<file path="src/rtl/ahb_slave_if.sv">
// ---------------------------------------------------------------------------
// ahb_slave_if
// AHB-facing front end of the AHB-to-APB bridge. It qualifies each AHB
// transfer, decodes the target APB slot from the address, pipelines
// address/write-data/direction into two register stages for the APB
// controller, and produces the two-cycle AHB ERROR response for transfers
// that fall outside the bridge window. Read data passes straight through.
//
// Ports:
//   Hclk, Hreset        clock, synchronous active-high reset
//   Htrans, Hwrite      AHB transfer type and direction
//   Hreadyin            bus-level HREADY; pipeline advances only when 1
//   Haddr, Hwdata       AHB address and write data
//   Prdata              read data from the APB side
//   valid               qualified in-range transfer this cycle (comb)
//   tempselx            one-hot slot decode of Haddr (comb)
//   Haddr1/2, Hwdata1/2 address / write data, one and two stages delayed
//   Hwritereg/1         direction, one and two stages delayed
//   Hresp               00 OKAY, 01 ERROR (registered)
//   Hready_err          low only in the first ERROR cycle (registered)
//   Hrdata              combinational copy of Prdata
// ---------------------------------------------------------------------------
module ahb_slave_if #(
  parameter logic [31:0] BASE      = 32'h8000_0000,
  parameter int          SLOT_BITS = 26
) (
  input  logic        Hclk,
  input  logic        Hreset,
  input  logic [1:0]  Htrans,
  input  logic        Hwrite,
  input  logic        Hreadyin,
  input  logic [31:0] Haddr,
  input  logic [31:0] Hwdata,
  input  logic [31:0] Prdata,
  output logic        valid,
  output logic [2:0]  tempselx,
  output logic [31:0] Haddr1,
  output logic [31:0] Haddr2,
  output logic [31:0] Hwdata1,
  output logic [31:0] Hwdata2,
  output logic        Hwritereg,
  output logic        Hwritereg1,
  output logic [1:0]  Hresp,
  output logic        Hready_err,
  output logic [31:0] Hrdata
);

  typedef enum logic [1:0] {
    ST_OKAY = 2'b00,
    ST_ERR1 = 2'b01,
    ST_ERR2 = 2'b10
  } state_t;

  // Window end computed in 33 bits so a window touching the top of the
  // address space cannot wrap.
  localparam logic [32:0] WIN_END = {1'b0, BASE} + (33'd3 << SLOT_BITS);

  state_t      state_r, state_s;
  logic [1:0]  hresp_r, hresp_s;
  logic        hready_err_r, hready_err_s;
  logic        in_range_s;
  logic        transfer_s;
  logic [31:0] offset_s;
  logic [1:0]  slot_s;

  assign in_range_s = ({1'b0, Haddr} >= {1'b0, BASE}) && ({1'b0, Haddr} < WIN_END);
  assign transfer_s = Hreadyin && Htrans[1];
  assign offset_s   = Haddr - BASE;
  assign slot_s     = offset_s[SLOT_BITS+1:SLOT_BITS];

  assign valid      = transfer_s && in_range_s && (state_r != ST_ERR1);
  assign Hrdata     = Prdata;
  assign Hresp      = hresp_r;
  assign Hready_err = hready_err_r;

  // One-hot slot decode; anything outside the window selects nothing.
  always_comb begin
    tempselx = 3'b000;
    if (in_range_s) begin
      case (slot_s)
        2'd0:    tempselx = 3'b001;
        2'd1:    tempselx = 3'b010;
        2'd2:    tempselx = 3'b100;
        default: tempselx = 3'b000;
      endcase
    end else begin
      tempselx = 3'b000;
    end
  end

  // Error FSM next state; response outputs are derived from the next state
  // so they can be registered alongside it.
  always_comb begin
    state_s      = state_r;
    hresp_s      = 2'b00;
    hready_err_s = 1'b1;
    case (state_r)
      ST_OKAY: begin
        if (transfer_s && !in_range_s) begin
          state_s = ST_ERR1;
        end else begin
          state_s = ST_OKAY;
        end
      end
      ST_ERR1: state_s = ST_ERR2;
      ST_ERR2: begin
        if (transfer_s && !in_range_s) begin
          state_s = ST_ERR1;
        end else begin
          state_s = ST_OKAY;
        end
      end
      default: state_s = ST_OKAY;
    endcase
    case (state_s)
      ST_ERR1: begin
        hresp_s      = 2'b01;
        hready_err_s = 1'b0;
      end
      ST_ERR2: begin
        hresp_s      = 2'b01;
        hready_err_s = 1'b1;
      end
      default: begin
        hresp_s      = 2'b00;
        hready_err_s = 1'b1;
      end
    endcase
  end

  // Error FSM state and registered response outputs.
  always_ff @(posedge Hclk) begin
    if (Hreset) begin
      state_r      <= ST_OKAY;
      hresp_r      <= 2'b00;
      hready_err_r <= 1'b1;
    end else begin
      state_r      <= state_s;
      hresp_r      <= hresp_s;
      hready_err_r <= hready_err_s;
    end
  end

  // Two-stage address/data/direction pipeline; advances on every
  // Hreadyin-high cycle whether or not the transfer was valid.
  always_ff @(posedge Hclk) begin
    if (Hreset) begin
      Haddr1     <= 32'h0000_0000;
      Haddr2     <= 32'h0000_0000;
      Hwdata1    <= 32'h0000_0000;
      Hwdata2    <= 32'h0000_0000;
      Hwritereg  <= 1'b0;
      Hwritereg1 <= 1'b0;
    end else if (Hreadyin) begin
      Haddr1     <= Haddr;
      Haddr2     <= Haddr1;
      Hwdata1    <= Hwdata;
      Hwdata2    <= Hwdata1;
      Hwritereg  <= Hwrite;
      Hwritereg1 <= Hwritereg;
    end
  end

endmodule

</file>
<file path="config.mk">
export PLATFORM = sky130hd
export DESIGN_NAME = ahb_slave_if
export DESIGN_NICKNAME = d
export VERILOG_FILES = /design/src/rtl/ahb_slave_if.sv
export SDC_FILE = /design/constraint.sdc
export NUM_CORES = 1
export LEC_CHECK = 0
export BUFFER_PORTS_ARGS = -buffer_cell sky130_fd_sc_hd__buf_2
export CAP_MARGIN = 20
export CELL_PAD_IN_SITES_DETAIL_PLACEMENT = 0
export CELL_PAD_IN_SITES_GLOBAL_PLACEMENT = 1
export CORE_MARGIN = 2
export CORE_UTILIZATION = 32
export CTS_CLUSTER_DIAMETER = 200
export DETAILED_ROUTE_END_ITERATION = 16
export GPL_TIMING_DRIVEN = 0
export PLACE_DENSITY_LB_ADDON = 0.3
export SLEW_MARGIN = 20
export SYNTH_ARGS = -nofsm -noshare
export SYNTH_HDL_FRONTEND = slang
export SYNTH_SLANG_ARGS = --single-unit
</file>
<file path="constraint.sdc">
create_clock -name Hclk -period 1.4 [get_ports Hclk]
set_input_delay 0.07 -clock Hclk [delete_from_list [all_inputs] [get_ports Hclk]]
set_output_delay 0.07 -clock Hclk [all_outputs]
set_load 0.01 [all_outputs]
</file>
# Word-level counts from Yosys, hierarchy flattened
# Index checks and enable logic that the tools add are counted.
# totals
input_bits	102
out_inout_bits	169
elab_cells	35
regBits	135
# classes
add_sub_neg	1
order_cmp	2
n_mux	6
eq_ne	7
reduce_logical	10
# op_table
op	count
$ge A32 B32 Y1 const B	1
$lt A32 B32 Y1 const B	1
$sub A28 B1 Y28 const B	1
$pmux W3 S3	1
$eq A2 B1 Y1 const B	3
$eq A2 B2 Y1 const B	3
$logic_and A1 B1 Y1	5
$logic_not A2 Y1	2
$pmux W2 S2	1
$reduce_or A2 Y1	2
$mux W1	3
$mux W3	1
$ne A2 B1 Y1 const B	1
$logic_not A1 Y1	1

# Logic depth before layout (Yosys ltp)
# Gate-level depths: netlist of the first run.
# logic_depth
depth_word	9
mapped_depth	6
depth_no_buf	4

# Worst setup path before layout of the first run
# No wires, ideal clock.
# synth_timing
kind	input -> output
start	input Haddr[28]
end	output tempselx[2]
arrival_time_ps	954
stages	2
t_required_ps	1330
path_buffers	0
path_slack_ps	376
path_cell_list	or4b_4 > nor3b_1
# synth_between
elab_chain_cells	3
elab_cells_between_ends	4
cone_classes	order compare: 2; mux: 1; reduce/logical: 1
# synth_rtl
item	line_no	rtl
start, declared	32	input logic [31:0] Haddr,
$ge A32 B32 Y1 / $lt A32 B32 Y1 (equally long branches)	66	assign in_range_s = ({1'b0, Haddr} >= {1'b0, BASE}) && ({1'b0, Haddr} < WIN_END);
$logic_and A1 B1 Y1 *	66	
$mux W3 *	79	if (in_range_s) begin
end, declared	36	output logic [2:0] tempselx,
# Mark *: on every way between the ends. The rest lies on a longest branch, timed or not.

# Worst setup path in the final report of the first run
# layout_timing
start	input Haddr[27]
end	output valid
# layout_between
elab_chain_cells	4
elab_cells_between_ends	5
cone_classes	order compare: 2; reduce/logical: 3
# layout_rtl
item	line_no	rtl
$ge A32 B32 Y1 / $lt A32 B32 Y1 (equally long branches)	66	
$logic_and A1 B1 Y1 *	66	
$logic_and A1 B1 Y1 * (2 in a row)	71	assign valid = transfer_s && in_range_s && (state_r != ST_ERR1);
end, declared	35	output logic valid,
# Marked as above.

==> results of run 1 <==
[final timing paths]
check	endpoint	cells after the start	slack (ns)	startpoint
max	valid	5	0.07	Haddr[27]
min	state_r[0]	2	0.01	Hreset
max reg2reg	Hresp[0]	3	0.38	state_r[0]
min reg2reg	state_r[0]	1	0.45	state_r[0]
[metal layers]
metal,GRT usage,share of wire,vias up
met5,0,0,-
met4,0.0627,0.015,0
met3,0.0570,0.080,18
met2,0.265,0.45,181
met1,0.197,0.45,1936
li1,-,-,2165
[cells in the final DEF, fill, tap and decap left out, drive strengths merged, types with 2 or more instances in the layout]
cell         synthesis  routed
buf                 52     286
dfxtp              134     134
nor2               132     132
mux2i              130     130
dlygate4sd3          0      66
clkbuf              11      34
clkinv               0       3
nand2b               2       2
nand2                2       2
nor3b                2       2
[logic make-up (layout without fill, tap and decap cells)]
kind of cell,after synthesis,after routing
AOI/OAI and AO/OA,2,2
adders and majority gates,1,1
buffers and inverters,63,391
DFF,134,134
muxes,130,130
other,1,1
and+or+nand+nor,142,142
[cells in the mapped netlist, drive strengths merged]
cell type / number / area, um2
dfxtp: 134 / 2680
nor2: 132 / 495
mux2i: 130 / 1300
buf: 52 / 365
clkbuf: 11 / 41.3
nand2: 2 / 7.51
nand2b: 2 / 12.5
nor3b: 2 / 15.0
a2111oi: 1 / 8.76
a211oi: 1 / 7.51
and4bb: 1 / 12.5
conb: 1 / 3.75
ha: 1 / 12.5
nor3: 1 / 5.00
nor4b: 1 / 8.76
or4b: 1 / 13.8
[repair_timing]
action | in CTS | in global routing
hold buffers | 66 | 0
gates resized for setup | 0 | 0
endpoints found under the hold margin | 66 | 0
[worst max-delay path, cell delays in order]
cell and delay [ns]:
dlygate4sd3_1 0.53, buf_2 0.16, nand2_1 0.12, and4bb_2 0.24, buf_2 0.15
[area by class of cell]
type | count | area share
clock inverter | 5 | 0.00693
clock buffer | 23 | 0.0617
sequential | 134 | 0.354
multi-input combinational | 276 | 0.251
tap | 188 | 0.0310
timing repair buffer | 300 | 0.242
buffer | 63 | 0.0536
[metrics by stage]
step	hold slack, ns	power (mW)	setup WS, ns	util	cells
detailed placement	0.313	5.24	0.00661	0.421	895
global route	0.0354	9.70	0.00646	0.499	989
CTS	0.0322	9.40	0.0413	0.499	989
floorplan	0.189	4.79	0.376	-	473
finish	0.0106	9.25	0.0708	0.499	989
global placement	0.304	5.23	0.0284	0.421	895
[registers in the layout, summed over array words and instances, names as in the netlist]
name and cells:
Hwdata2 32, Hwdata1 32, Hready_err 1, Haddr1 32, Hresp 1, Hwritereg 1, state_r 2, Haddr2 32
Hwritereg1 1
[power by group through the flow]
| stage | Clock (mW) | Combinational, mW | Sequential [mW] |
|---|---|---|---|
| 3_3_place_gp | 0 | 1.04 | 4.19 |
| 4_1_cts | 4.09 | 1.19 | 4.11 |
| 2_1_floorplan | 0 | 0.525 | 4.27 |
| 6_report | 3.95 | 1.18 | 4.12 |
| 5_1_grt | 4.27 | 1.29 | 4.14 |
| 3_5_place_dp | 0 | 1.05 | 4.19 |
==> summary.txt, run 1 <==
Outcome
  – Status: finished, final reports clean

Power and ir drop
  – Cell Pwr Density: 1220 mW/mm2
  – Maximum vdd drop: 0.726 mV
  – P_leak: 3.99 nW
  – Sequential share of power: 0.445
  – Clk network pwr share: 0.428
  – Net switching power: 2.14 mW
  – Sw frac: 0.232
  – Pint: 7.10 mW
  – Comb pwr share: 0.127

Critical path
  – Critical Path AT: 1.26 ns
  – Startpoint types: primary input
  – Worst Path Class, Setup: primary input to primary output
  – Critical Path RT: 1.33 ns
  – Largest fanout on the critical path: 5
  – Crit path capture type: primary output

STA
  – Final Hold Vio Count: 0
  – FMAX: 752 MHz
  – Sum Neg Setup Slack: 0 ns
  – Relative slew slack: 0.621
  – Final Max Tran Viols: 0
  – Slew of the pin with the lowest slew margin: 0.568 ns
  – Final Skew: 0.00851 ns
  – Period utilisation layout: 0.949
  – Final Setup Violations: 0
  – Final min period: 1.33 ns
  – Unrepaired setup endpoints after global routing: false

Cells and area
  – Layout fillers: 1421
  – Multi-input logic area: 0.00190 mm2
  – Ant diodes: 0
  – Syn-to-layout area delta: 51.8%
  – Share of cells above drive strength 1: 0.387
  – Final #Nets: 895
  – Storage element area: 0.00268 mm2
  – Post-route cell area: 0.00758 mm2

Drt
  – DR WL/cell: 13.8 um
  – Starting DRT DRC Count: 126
  – ANT nets after route: 0
  – Drt via density: 4.35
  – First-pass DRT Iterations: 4
  – Via count: 4300
  – Post-route DRC: 0
  – WL final: 13.6 mm

Clock network
  – Clock latency on the worst-skew pair: 0.41 ns
  – Clk sink count: 134
  – CTS tree: done
  – Clock buffer depth: 2
  – CTS HTree Levels: 4
  – Clock buffer count from CTS: 17
  – Reg clk slew, reported paths: 0.05 ns
  – Post-CTS Setup Inserts: 0
  – CTS root buf: clkbuf_16

Die
  – Core area: 0.0152 mm2
  – Starting Density: 0.328
  – IO Count: 271
  – Die width: 129 um
  – Cell Rows: 45
  – Die footprint: 0.0166 mm2
  – Die height: 129 um

Min path
  – Class of the worst hold path: primary input to flip-flop

Synth
  – Post-synthesis cell count: 473
  – Synth Net Count: 576
  – Sequential area share after synthesis: 0.537
  – Simple-gate share of the synthesized area: 0.114
  – Seq cells post-synth: 134
  – Netlist cell types: 18
  – Mean Syn Cell Area: 10.6 um2
  – Synthesized-area fraction occupied by adder cells: 0.00251
  – Mux cell area share after synthesis: 0.261
  – Post-Synth XOR/XNOR Area: 0
  – Main combinational cell family by area after synthesis: multiplexers
  – Post-synthesis compound-gate area fraction: 0.00326
  – Yosys Warn Count: 0
  – Synthesized cell area: 0.00499 mm2

Placed design
  – GP Congestion: 0.736
  – HPWL Detailed: 10.0 mm
  – IO buf count: 234
  – Post-DP Area: 0.00640 mm2

Global route
  – Grt ovf: 0
  – Total GRT Usage: 0.162
  – First-pass GRT wire length: 20.9 mm
  – Vias in the first global route: 4174
  – Largest net degree at the start of global routing: 17
  – Initial antenna violation count: 0

Flow run
  – Max-cap violations: 0
No activity file was read; power rests on OpenSTA's default activity.
==> run 2, diff against run 1 <==
- PLACE_DENSITY: not set -> 0.79
- PLACE_DENSITY_LB_ADDON: 0.3 -> not set
==> run 2 against run 1 <==
  * Clock power increased by 19%
  * Sequential power about the same
  * Sequential share of layout area decreased by 0.46 points
  * Core utilization grew 0.67 points
  * Setup slack better by 0.015 ns
  * Cell area grew 1.4%
  * Power grew 8.0%
  * Count of clock-buffer cells in the layout increased by 1
  * Via count is 2.4% higher
  * Critical endpoint unchanged
==> summary.txt, run 2 (same netlist as run 1, synthesis figures left out) <==
Outcome
  – Status: finished, final reports clean

Clock network
  – Clock buffer depth: 2 (unchanged)
  – CTS root buf: clkbuf_16
  – CTS HTree Levels: 4 (unchanged)
  – Clock latency on the worst-skew pair: 0.41 ns (about the same)
  – Clock buffer count from CTS: 17 (unchanged)
  – Reg clk slew, reported paths: 0.05 ns (about the same)
  – CTS tree: done
  – Post-CTS Setup Inserts: 0 (unchanged)
  – Clk sink count: 134 (unchanged)

STA
  – Final Hold Vio Count: 0 (unchanged)
  – FMAX: 761 MHz (+1.2%)
  – Slew of the pin with the lowest slew margin: 0.517 ns (-0.0508 ns)
  – Period utilisation layout: 0.938 (-0.0110)
  – Unrepaired setup endpoints after global routing: false
  – Relative slew slack: 0.650 (+0.0290)
  – Final Skew: 0.00498 ns (-0.00352 ns)
  – Final Max Tran Viols: 0 (unchanged)
  – Final Setup Violations: 0 (unchanged)
  – Sum Neg Setup Slack: 0 ns (unchanged)
  – Final min period: 1.31 ns (-0.0155 ns)

Cells and area
  – Most frequent cells in the layout: buf_2, dfxtp_1, nor2_1, mux2i_1, dlygate4sd3_1
  – Storage element area: 0.00268 mm2 (about the same)
  – Fin cells: 992 (+0.30%)
  – Commonest non-fill, non-tap cell in the layout: buf_2
  – Share of cells above drive strength 1: 0.393 (+0.00602)
  – Final #Nets: 894 (-0.11%)
  – Syn-to-layout area delta: 53.9%
  – Multi-input logic area: 0.00191 mm2 (+0.13%)
  – Layout fillers: 1398 (-1.6%)
  – Ant diodes: 0 (unchanged)

Drt
  – First-pass DRT Iterations: 4 (unchanged)
  – Via count: 4404 (+2.4%)
  – WL final: 14.2 mm (+4.1%)
  – Post-route DRC: 0 (unchanged)
  – Starting DRT DRC Count: 107 (-15%)
  – DR WL/cell: 14.3 um (+3.8%)
  – ANT nets after route: 0 (unchanged)
  – Drt via density: 4.44 (+2.1%)

Global route
  – Vias in the first global route: 4273 (+2.4%)
  – Initial antenna violation count: 0 (unchanged)
  – First-pass GRT wire length: 21.4 mm (+2.3%)
  – Largest net degree at the start of global routing: 17 (unchanged)
  – Grt ovf: 0 (unchanged)
  – Total GRT Usage: 0.166 (+0.00377)

Critical path
  – Reg-to-Reg Start: state_r[0]
  – Worst Path Class, Setup: flip-flop to primary output
  – Reg2Reg Depth: 3 (unchanged)
  – Largest fanout on the critical path: 3 (-2)
  – Critical Path RT: 1.33 ns (about the same)
  – Critical Path AT: 1.24 ns (-0.02 ns)
  – Startpoint types: flip-flop
  – Crit path capture type: primary output
  – FF-to-FF setup slack: 0.46 ns (+0.08 ns)
  – FF-to-FF End: Hresp[0]

Min path
  – Hold path startpoint: Hreset
  – WHS Path Cells: 2 (unchanged)
  – Class of the worst hold path: primary input to flip-flop
  – Worst Hold Path EP: state_r[0]

Die
  – Die width: 129 um (unchanged)
  – Die height: 129 um (unchanged)
  – IO Count: 271 (unchanged)
  – Starting Density: 0.328 (unchanged)
  – Cell Rows: 45 (unchanged)
  – Core area: 0.0152 mm2 (unchanged)
  – Die footprint: 0.0166 mm2 (unchanged)

Flow run
  – Max-cap violations: 0 (unchanged)

Power and ir drop
  – P_leak: 4.03 nW (+1.1%)
  – Cell Pwr Density: 1300 mW/mm2 (+6.6%)
  – Maximum vdd drop: 0.837 mV (+15%)

Placed design
  – GP Congestion: 0.782 (+6.3%)
  – HPWL Detailed: 10.2 mm (+2.1%)
  – DP Cell Count: 895 (unchanged)
  – IO buf count: 234 (unchanged)
[run 2: cell types whose count changed in the layout (fill, tap and decap cells not counted), sizes merged]
cell / delta
buf: -1
clkinv: -1
bufinv: +3
dlygate4sd3: -1
clkbuf: +2
clkinvlp: +1
[run 2: what timing repair did]
action / CTS / global route
resized for setup: 0 / 3
endpoints found under the hold margin: 65 / 0
endpoints found under the setup margin: 0 / 1
hold buffers: 65 / 0
[run 2: how the worst max path moves through the flow]
stage                     slack [ns]  cells after the start  startpoint          end
after floorplan                 0.38                      2   Haddr[28]  tempselx[2]
after global routing            0.02                      3  state_r[1]        valid
after global placement         -0.01                      5   Haddr[28]     Hresp[0]
after detailed placement       -0.02                      5   Haddr[28]     Hresp[0]
after CTS                       0.06                      3  state_r[1]        valid
final                           0.09                      3  state_r[1]        valid
[run 2: layer usage]
layer / wire (um) / GRT usage / vias up / share of wire
met5: 0 / 0 / - / 0
met4: 256 / 0.0703 / 0 / 0.018
met3: 936 / 0.0503 / 19 / 0.066
met2: 6900 / 0.285 / 184 / 0.49
met1: 6100 / 0.193 / 2039 / 0.43
li1: - / - / 2162 / -
[run 2: critical path, cell delays in order, from the launching register on]
cell and delay [ns]:
dfxtp_1 0.29, nand2b_1 0.17, and4bb_2 0.24, buf_2 0.15
[run 2: per-stage QoR]
step | utilization | setup slack [ns] | hold slack, ns | total power, mW | cell area (um2)
floorplan | - | 0.376 | 0.189 | 4.79 | 4990
global placement | 0.421 | -0.0112 | 0.302 | 5.22 | 6400
detailed placement | 0.421 | -0.0193 | 0.311 | 5.25 | 6400
CTS | 0.505 | 0.0618 | 0.0125 | 10.1 | 7680
global route | 0.505 | 0.0243 | 0.0402 | 10.4 | 7680
finish | 0.505 | 0.0863 | 0.0112 | 9.99 | 7680
[run 2: area by class of cell]
class / instances / area share
buffer: 63 / 0.0529
sequential: 134 / 0.349
multi-input combinational: 276 / 0.248
clock inverter: 8 / 0.0189
tap: 188 / 0.0306
timing repair buffer: 299 / 0.237
clock buffer: 24 / 0.0627
[run 2: report_power, final]
group          internal (mW)  switching [mW]  total (mW)
Clock                   3.12            1.57        4.69
Combinational          0.618           0.561        1.18
Sequential              4.00           0.120        4.12
Total                   7.74            2.25        9.99
==> run 3, diff against run 2 <==
- RECOVER_POWER: not set -> 50
==> run 3 against run 2 <==
  * Count of clock-buffer cells in the layout stayed put
  * Sequential power hardly changed
  * Global-route usage stayed put
  * Critical path type unchanged
  * Hold slack worse by 0.0041 ns
  * Clock power hardly changed
==> summary.txt, run 3 (same netlist as run 1, synthesis figures left out) <==
Die
  – Die height: 129 um (unchanged)
  – IO Count: 271 (unchanged)
  – Die width: 129 um (unchanged)
  – Core area: 0.0152 mm2 (unchanged)
  – Die footprint: 0.0166 mm2 (unchanged)
  – Starting Density: 0.328 (unchanged)
  – Cell Rows: 45 (unchanged)

STA
  – Slew of the pin with the lowest slew margin: 0.754 ns (+0.237 ns)
  – Final Setup Violations: 0 (unchanged)
  – Final Hold Vio Count: 0 (unchanged)
  – FMAX: 761 MHz (about the same)
  – Min Hold Slack: 0.00703 ns (-0.00413 ns)
  – Final WS setup: 0.0867 ns (+0.000386 ns)
  – Relative slew slack: 0.497 (-0.153)
  – Final Skew: 0.00456 ns (-0.000421 ns)
  – Period utilisation layout: 0.938 (about the same)
  – Unrepaired setup endpoints after global routing: false
  – Sum Neg Setup Slack: 0 ns (unchanged)
  – Final min period: 1.31 ns (-0.000386 ns)
  – Final Max Tran Viols: 0 (unchanged)

Drt
  – Via count: 4389 (-0.34%)
  – WL final: 14.2 mm (+0.25%)
  – Starting DRT DRC Count: 127 (+19%)
  – DR WL/cell: 14.3 um (+0.25%)
  – First-pass DRT Iterations: 4 (unchanged)
  – ANT nets after route: 0 (unchanged)
  – Drt via density: 4.42 (-0.34%)
  – Post-route DRC: 0 (unchanged)

Placed design
  – Post-DP Area: 0.00640 mm2 (unchanged)
  – HPWL Detailed: 10.2 mm (unchanged)
  – Worst slack at placement: -0.0193 ns (unchanged)
  – GP Congestion: 0.782 (unchanged)
  – DP Cell Count: 895 (unchanged)
  – IO buf count: 234 (unchanged)

Critical path
  – Crit path capture type: primary output
  – Critical Path AT: 1.24 ns (about the same)
  – FF-to-FF setup slack: 0.46 ns (about the same)
  – Largest fanout on the critical path: 3 (unchanged)
  – Startpoint types: flip-flop
  – Critical Path RT: 1.33 ns (about the same)
  – Worst Path Class, Setup: flip-flop to primary output

Power and ir drop
  – Maximum vdd drop: 0.839 mV (+0.24%)
  – Pwr Total: 9.96 mW (-0.22%)
  – Cell Pwr Density: 1310 mW/mm2 (+0.50%)
  – P_leak: 3.93 nW (-2.5%)

Clock network
  – Reg clk slew, reported paths: 0.05 ns (about the same)
  – Clock buffer count from CTS: 17 (unchanged)
  – Clock buffer depth: 2 (unchanged)
  – Clock latency on the worst-skew pair: 0.41 ns (about the same)
  – Clk sink count: 134 (unchanged)
  – CTS tree: done
  – CTS HTree Levels: 4 (unchanged)
  – CTS root buf: clkbuf_16

Cells and area
  – Layout fillers: 1416 (+1.3%)
  – Syn-to-layout area delta: 52.8%
  – Final core utilization: 0.502 (-0.00362)
  – Post-route cell area: 0.00763 mm2 (-0.72%)
  – Most frequent cells in the layout: buf_2, dfxtp_1, nor2_1, mux2i_1, dlygate4sd3_1
  – Share of cells above drive strength 1: 0.348 (-0.0448)
  – Fin cells: 992 (unchanged)
  – Ant diodes: 0 (unchanged)
  – Commonest non-fill, non-tap cell in the layout: buf_2
  – Final #Nets: 894 (unchanged)

Min path
  – Class of the worst hold path: primary input to flip-flop

Global route
  – Grt ovf: 0 (unchanged)
  – Total GRT Usage: 0.166 (unchanged)
  – Initial antenna violation count: 0 (unchanged)
  – Vias in the first global route: 4273 (unchanged)
  – Largest net degree at the start of global routing: 17 (unchanged)
  – First-pass GRT wire length: 21.4 mm (unchanged)

Outcome
  – Status: finished, final reports clean

Flow run
  – Max-cap violations: 0 (unchanged)
[run 3: layout make-up]
class	instances	area (um2)	share of cell area
sequential	134	2680	0.352
multi-input combinational	276	1910	0.250
timing repair buffer	299	1780	0.234
clock buffer	24	482	0.0631
buffer	63	393	0.0515
tap	188	235	0.0308
clock inverter	8	145	0.0190
[run 3: metal layers]
metal  track usage  routed length [um]  up-vias
li1              -                   -     2157
met1         0.193                6130     2029
met2         0.285                6890      184
met3        0.0503                 960       19
met4        0.0703                 239        0
met5             0                   0        -
[run 3: where the power goes]
part / switching (mW) / total [mW] / internal, mW
Sequential: 0.121 / 4.12 / 4.00
Clock: 1.56 / 4.68 / 3.12
Combinational: 0.563 / 1.16 / 0.601
[run 3: worst max-delay path, stage by stage (launching register included)]
cell and delay [ns]:
dfxtp_1 0.29, nand2b_1 0.17, and4bb_2 0.24, buf_2 0.15
[run 3: final timing paths]
kind	end	startpoint	cells past startpoint
hold reg to reg	state_r[0]	state_r[0]	1
setup / recovery	valid	state_r[1]	3
hold / removal	state_r[0]	Hreset	2
setup reg to reg	Hresp[0]	state_r[0]	3
[run 3: what timing repair did]
action | in CTS | in global routing
setup endpoints to repair | 0 | 1
buffers inserted | 0 | 0
hold buffers | 65 | 0
gates resized for setup | 0 | 3
endpoints found under the hold margin | 65 | 0
